**config.mk**
```make
export PLATFORM = sky130hd
export DESIGN_NAME = async_fifo_wr_ctrl
export DESIGN_NICKNAME = d
export VERILOG_FILES = /design/src/rtl/async_fifo_wr_ctrl.sv
export SDC_FILE = /design/constraint.sdc
export NUM_CORES = 1
export LEC_CHECK = 0
export ABC_AREA = 1
export CAP_MARGIN = 20
export CORE_MARGIN = 1.5
export CORE_UTILIZATION = 50
export DETAILED_ROUTE_END_ITERATION = 12
export PLACE_DENSITY_LB_ADDON = 0.2
export SETUP_SLACK_MARGIN = 0.2
export SLEW_MARGIN = 15
export SYNTH_ARGS = -nofsm -noshare
export SYNTH_HDL_FRONTEND = slang
export SYNTH_SLANG_ARGS = --single-unit
```
**constraint.sdc**
```tcl
create_clock -name w_clk -period 8.61 [get_ports w_clk]
set_input_delay 1.722 -clock w_clk [delete_from_list [all_inputs] [get_ports w_clk]]
set_output_delay 1.722 -clock w_clk [all_outputs]
set_load 0.005 [all_outputs]
```
**src/rtl/async_fifo_wr_ctrl.sv**
```systemverilog
// Write-side controller for the dual-clock FIFO: binary/Gray write pointer,
// read-pointer synchroniser, full/almost-full/overflow flags and fill level.
module async_fifo_wr_ctrl #(
  parameter int unsigned ADDR_W      = 4,
  parameter int unsigned SYNC_STAGES = 2,
  parameter int unsigned AF_RESET    = (1 << ADDR_W) - 2
) (
  input  logic              w_clk,
  input  logic              w_rst_n,
  input  logic              w_en,
  input  logic [ADDR_W:0]   read_addr_gray,
  input  logic [ADDR_W:0]   af_thresh,
  input  logic              af_thresh_ld,
  input  logic              ovf_clr,
  output logic [ADDR_W-1:0] write_addr,
  output logic [ADDR_W:0]   write_addr_gray,
  output logic              write_accept,
  output logic              flag_full,
  output logic              flag_almost_full,
  output logic              flag_overflow,
  output logic [ADDR_W:0]   write_level
);

  localparam int unsigned PTR_W = ADDR_W + 1;
  localparam int unsigned DEPTH = 1 << ADDR_W;

  logic [PTR_W-1:0] wbin;
  logic [PTR_W-1:0] wbin_next;
  logic [PTR_W-1:0] wgray_next;
  logic [PTR_W-1:0] rgray_s;
  logic [PTR_W-1:0] rbin_s;
  logic [PTR_W-1:0] full_cmp;
  logic [PTR_W-1:0] level_next;
  logic [PTR_W-1:0] thresh;
  logic [PTR_W-1:0] sync_q [SYNC_STAGES];

  assign write_accept = w_en & ~flag_full;
  assign wbin_next    = wbin + PTR_W'(write_accept);
  assign wgray_next   = (wbin_next >> 1) ^ wbin_next;
  assign rgray_s      = sync_q[SYNC_STAGES-1];
  assign write_addr   = wbin[ADDR_W-1:0];

  // Full when the write Gray pointer equals the read Gray pointer one lap ahead
  assign full_cmp   = {~rgray_s[ADDR_W:ADDR_W-1], rgray_s[ADDR_W-2:0]};
  assign level_next = wbin_next - rbin_s;

  // Gray to binary: each binary bit is the XOR of all Gray bits at or above it
  always_comb begin
    rbin_s = '0;
    for (int i = 0; i < int'(PTR_W); i++) begin
      rbin_s[i] = ^(rgray_s >> i);
    end
  end

  // Read-pointer synchroniser chain
  always_ff @(posedge w_clk or negedge w_rst_n) begin
    if (!w_rst_n) begin
      for (int i = 0; i < int'(SYNC_STAGES); i++) begin
        sync_q[i] <= '0;
      end
    end else begin
      sync_q[0] <= read_addr_gray;
      for (int i = 1; i < int'(SYNC_STAGES); i++) begin
        sync_q[i] <= sync_q[i-1];
      end
    end
  end

  // Almost-full threshold, saturated to the FIFO depth on load
  always_ff @(posedge w_clk or negedge w_rst_n) begin
    if (!w_rst_n) begin
      thresh <= PTR_W'(AF_RESET);
    end else if (af_thresh_ld) begin
      thresh <= (af_thresh > PTR_W'(DEPTH)) ? PTR_W'(DEPTH) : af_thresh;
    end
  end

  always_ff @(posedge w_clk or negedge w_rst_n) begin
    if (!w_rst_n) begin
      wbin             <= '0;
      write_addr_gray  <= '0;
      flag_full        <= 1'b0;
      write_level      <= '0;
      flag_almost_full <= 1'b0;
      flag_overflow    <= 1'b0;
    end else begin
      wbin             <= wbin_next;
      write_addr_gray  <= wgray_next;
      flag_full        <= (wgray_next == full_cmp);
      write_level      <= level_next;
      flag_almost_full <= (level_next >= thresh);
      // A new overflow in the same cycle as a clear keeps the flag set
      flag_overflow    <= (w_en & flag_full) | (flag_overflow & ~ovf_clr);
    end
  end

endmodule

```
; ---- Yosys cells after proc, flatten, opt, wreduce, memory -nomap -nowiden
; Index checks and enable logic that the tools add are counted.
[classes]
eq_ne = 1
bitwise_logic = 8
reduce_logical = 5
addsub = 2
muxes = 1
order_cmp = 2
[op_table]
columns = op, n
row1 = $reduce_xor 5->1, 5
row2 = $add 5x1->5, 1
row3 = $eq 5x5->1, 1
row4 = $ge 5x5->1, 1
row5 = $gt 5x5->1 const B, 1
row6 = $mux 5, 1
row7 = $sub 5x5->5, 1
row8 = $xor 4x5->5, 1
row9 = $and 1x1->1, 3
row10 = $not 1->1, 2
row11 = $not 2->2, 1
row12 = $or 1x1->1, 1
[word_totals]
wordCells = 28
ff_bits = 33
output_inout_bits = 18

; ---- Longest topological paths before layout
[logic_depth]
ltp_word = 5
mapped_depth = 16

; ---- Worst setup path before layout
; OpenSTA, ideal clock, no wires.
[synth_timing]
kind = in2reg
from = input port w_en
to = register flag_almost_full
required_ns = 8.464
cell_stages = 12
slack_ns = 4.530
t_arrival_ns = 3.934
cell_sequence = inv_1 > nor2_1 > ha_1 > ha_1 > inv_1 > fa_1 > o211ai_1 > xor2_1 > ha_1 > a21oi_1 > o21a_1 > o311ai_0
[synth_via]
elab_chain_cells = 4
[synth_lines]
columns = element, line_no
row1 = from (decl), 10  ; input logic w_en,
row2 = $and 1x1->1, 37  ; assign write_accept = w_en & ~flag_full;
row3 = net write_accept, 17  ; output logic write_accept,
row4 = $add 5x1->5, 38  ; assign wbin_next = wbin + PTR_W'(write_accept);
row5 = net wbin_next[1], 28  ; logic [PTR_W-1:0] wbin_next;
row6 = $sub 5x5->5, 45  ; assign level_next = wbin_next - rbin_s;
row7 = net level_next[4], 33  ; logic [PTR_W-1:0] level_next;
row8 = $ge 5x5->1, 91  ; flag_almost_full <= (level_next >= thresh);
row9 = to (signal assigned), 91
row10 = to (decl), 19  ; output logic flag_almost_full,
; The timed path passes the listed nets, and every way through them passes these cells.
; A chain may end at the register's enable or synchronous reset.

; ---- Worst setup path in the final report
[layout_timing]
from = input port w_en
to = output port write_accept
[layout_via]
elab_chain_cells = 1
[layout_lines]
columns = element, line_no
row1 = $and 1x1->1, 37
row2 = to (decl), 17
; Every way passes these cells.

==> impl_metrics.ini <==
[synth]
post_synth_inst_count = 160
mappedNetlistNets = 187
synth_top_area_share = 0.473
synth_seq_area_share = 0.525
number_of_distinct_library_cells_after_synthesis = 24
synth-seq-cells = 32
synth_top_area_cell = sky130_fd_sc_hd__dfrtp_1
count_of_yosys_warnings_during_synthesis = 0
dominantRegCellSynth = sky130_fd_sc_hd__dfrtp_1
syn_avg_cell_area_um2 = 9.58
synth.most_common_cell = sky130_fd_sc_hd__nand2_1
synth.area.top_cells = sky130_fd_sc_hd__dfrtp_1, sky130_fd_sc_hd__nand2_1, sky130_fd_sc_hd__ha_1
synth_enable_flop_cells = 0
synth.cell_area_um2 = 1530
synth.top_cells.by_count = sky130_fd_sc_hd__nand2_1, sky130_fd_sc_hd__dfrtp_1, sky130_fd_sc_hd__inv_1
share_of_synthesized_registers_carrying_an_async_set_or_reset = 1.00

[power_and_ir_drop]
power.ir.vdd_worst_mv = 0.161
static-leakage-power_nw = 0.987
cellPowerDensity_nw_per_um2 = 375
post_layout_total_power_w = 0.000747

[grt]
globalRouteOverflowTotal = 0
largest_net_degree_at_the_start_of_global_routing = 33
grt_util_all_layers = 0.206
initial_antenna_violation_count = 0
first_global_vias = 1275
first_pass_grt_wire_length_mm = 5.13

[worst_setup_path]
cp-end-kind = output port
crit_path_top_delay_cell = sky130_fd_sc_hd__clkdlybuf4s50_1
cp_common_cell = sky130_fd_sc_hd__clkdlybuf4s50_1
cp_slowest_stage_delay_ns = 0.52
critical_path_buffers_and_inverters = 3
worst_ep_required_time_ns = 6.89
rr_startpoint = rgray_s[4]$_DFF_PN0_
crit_path_cell_trace = clkdlybuf4s50_1 -> inv_1 -> nor2_1 -> clkdlybuf4s50_1
startpoint_type = input pin
critPathTopFamily = buffers and inverters
critical_path_arrival_ns = 2.88
crit_path_max_fanout = 2
criticalPathCategory = in -> out
critical_path.startpoint = w_en

[clocking]
cts-root-to-sink-buffers = 2
cts.hold.buffers_added = 0
cts.root.buffer_cell = sky130_fd_sc_hd__clkbuf_4
post_cts_setup_driven_buffer_insertion_count = 0
cts-buffers-inserted = 5
postcts_resize_cnt = 0
cts_htree_levels = 2
cts_tree = yes
cts_sinks = 32
insertion_delay_ns = 0.33
clk_pin_slew_ns = 0.09

[min_path]
hold_path_class = reg -> reg
min-delay-start = sync_q[9]$_DFF_PN0_

[final_layout]
finish.net_count = 227
antenna-diode-count = 0
num-fill-cells = 214
fin_area_um2 = 1990
area.growth.synth_to_final_pct = 30.1
share_of_layout_cells_above_drive_strength_1 = 0.0995
post-route-util = 0.705

[timing]
setup-violations-final = 0
fin_tns_setup_ns = 0
drv_slew = 0
max_freq_ghz = 0.217
max_slew.worst_pin.slew_ns = 0.380
max_slew_margin = 0.747
post-route-period-util = 0.535
unrepaired_setup_endpoints_after_global_routing = false
timing.final.hold_violations = 0
clock_skew_ns = 0.0124
period_minus_slack_ns = 4.60

[detailed_routing]
via_count = 1197
antenna_left = 0
drc = 0
detailedRoute.firstIterationViolations = 86
drt_wl_total_mm = 2.87
first_pass_iters = 4
drt_wl_cell_um = 12.4
routed_via_density = 5.16

[outcome]
status = complete, no violations

[floorplanning]
floorplan.die.height_um = 58.4
floorplan.die_area_um2 = 3410
floorplan.core_area_um2 = 2830
placementRows = 19
pin_count = 33
chipWidth_um = 58.4
initial_utilization = 0.542

[placement]
place.port_buffers = 32
post-dp-hpwl_mm = 2.32
place.gp.congestion = 0.877
placed_cell_area_um2 = 1900

[run]
drv.max_cap_violation_count = 0
[stage by stage]
step | setup slack [ns] | hold WS, ns | std cells
floorplan | 4.53 | 0.331 | 160
global placement | 3.96 | 0.331 | 224
detailed placement | 3.69 | 0.338 | 224
CTS | 3.99 | 0.356 | 232
global route | 3.73 | 0.365 | 232
finish | 4.01 | 0.352 | 232
[layout make-up]
class,instances,area (um2),area share
Inverter,27,101,0.0508
Clock inverter,1,30.0,0.0151
Clock buffer,7,65.1,0.0326
Sequential cell,32,805,0.403
Multi-Input combinational cell,101,627,0.314
Timing Repair Buffer,33,328,0.164
Tap cell,31,38.8,0.0194
[registers in the layout (all words and copies together), names as in the netlist]
name and cells:
flag_full 1, flag_overflow 1, rgray_s 5, thresh 5, write_level 5, wbin 5, sync_q 5, flag_almost_full 1
write_addr_gray 4
[logic make-up (layout without fill, tap and decap cells)]
kind of cell | count (synthesis) | count (layout) | synth area share
and+or+nand+nor | 69 | 69 | 0.200
DFF | 32 | 32 | 0.525
buffers and inverters | 27 | 68 | 0.0661
xor gates and xnor gates | 7 | 7 | 0.0571
adders and majority gates | 12 | 12 | 0.103
AOI/OAI and AO/OA | 13 | 13 | 0.0490
[per-layer routing]
layer | up-vias | global-route usage | share of wire
met2 | 43 | 0.369 | 0.56
met4 | 0 | 0.0930 | 0.010
met3 | 4 | 0.0681 | 0.061
li1 | 591 | - | -
met5 | - | 0 | 0
met1 | 559 | 0.219 | 0.37
[final timing paths]
check / slack [ns] / cells after the start / to
worst max-delay path: 4.01 / 4 / write_accept
worst min-delay path: 0.35 / 0 / rgray_s[4]$_DFF_PN0_
worst max register to register: 5.52 / 14 / flag_almost_full$_DFF_PN0_
worst min register to register: 0.35 / 0 / rgray_s[4]$_DFF_PN0_
max in group asynchronous: 6.53 / 2 / thresh[1]$_DFFE_PN1P_
min in group asynchronous: 1.77 / 2 / flag_almost_full$_DFF_PN0_
[cells in the final DEF, fill, tap and decap left out]
master	Yosys	final
sky130_fd_sc_hd__nand2_1	40	40
sky130_fd_sc_hd__clkdlybuf4s50_1	0	32
sky130_fd_sc_hd__dfrtp_1	29	29
sky130_fd_sc_hd__inv_1	26	26
sky130_fd_sc_hd__nand3_1	13	13
sky130_fd_sc_hd__ha_1	11	11
sky130_fd_sc_hd__o21ai_0	5	5
sky130_fd_sc_hd__nor2_1	5	5
sky130_fd_sc_hd__clkbuf_4	0	5
sky130_fd_sc_hd__nand2_2	4	4
sky130_fd_sc_hd__nand4_1	4	4
sky130_fd_sc_hd__xor2_1	4	4
sky130_fd_sc_hd__a21oi_1	4	4
sky130_fd_sc_hd__dfstp_2	3	3
sky130_fd_sc_hd__clkbuf_8	0	2
sky130_fd_sc_hd__inv_2	1	1
sky130_fd_sc_hd__and2_4	1	1
sky130_fd_sc_hd__xor2_4	1	1
sky130_fd_sc_hd__o211ai_1	1	1
sky130_fd_sc_hd__xor2_2	1	1
sky130_fd_sc_hd__xnor2_1	1	1
sky130_fd_sc_hd__nand3b_1	1	1
sky130_fd_sc_hd__o21a_1	1	1
sky130_fd_sc_hd__o311ai_0	1	1
sky130_fd_sc_hd__nor4_1	1	1
sky130_fd_sc_hd__o22ai_1	1	1
sky130_fd_sc_hd__fa_1	1	1
sky130_fd_sc_hd__bufinv_16	0	1
sky130_fd_sc_hd__buf_4	0	1
[power breakdown]
group	total, W	switching [W]	internal (W)
clock	0.000126	0.0000489	0.0000771
sequential	0.000221	0.0000232	0.000197
combinational	0.000401	0.000213	0.000188
No activity file was read; power rests on OpenSTA's default activity.
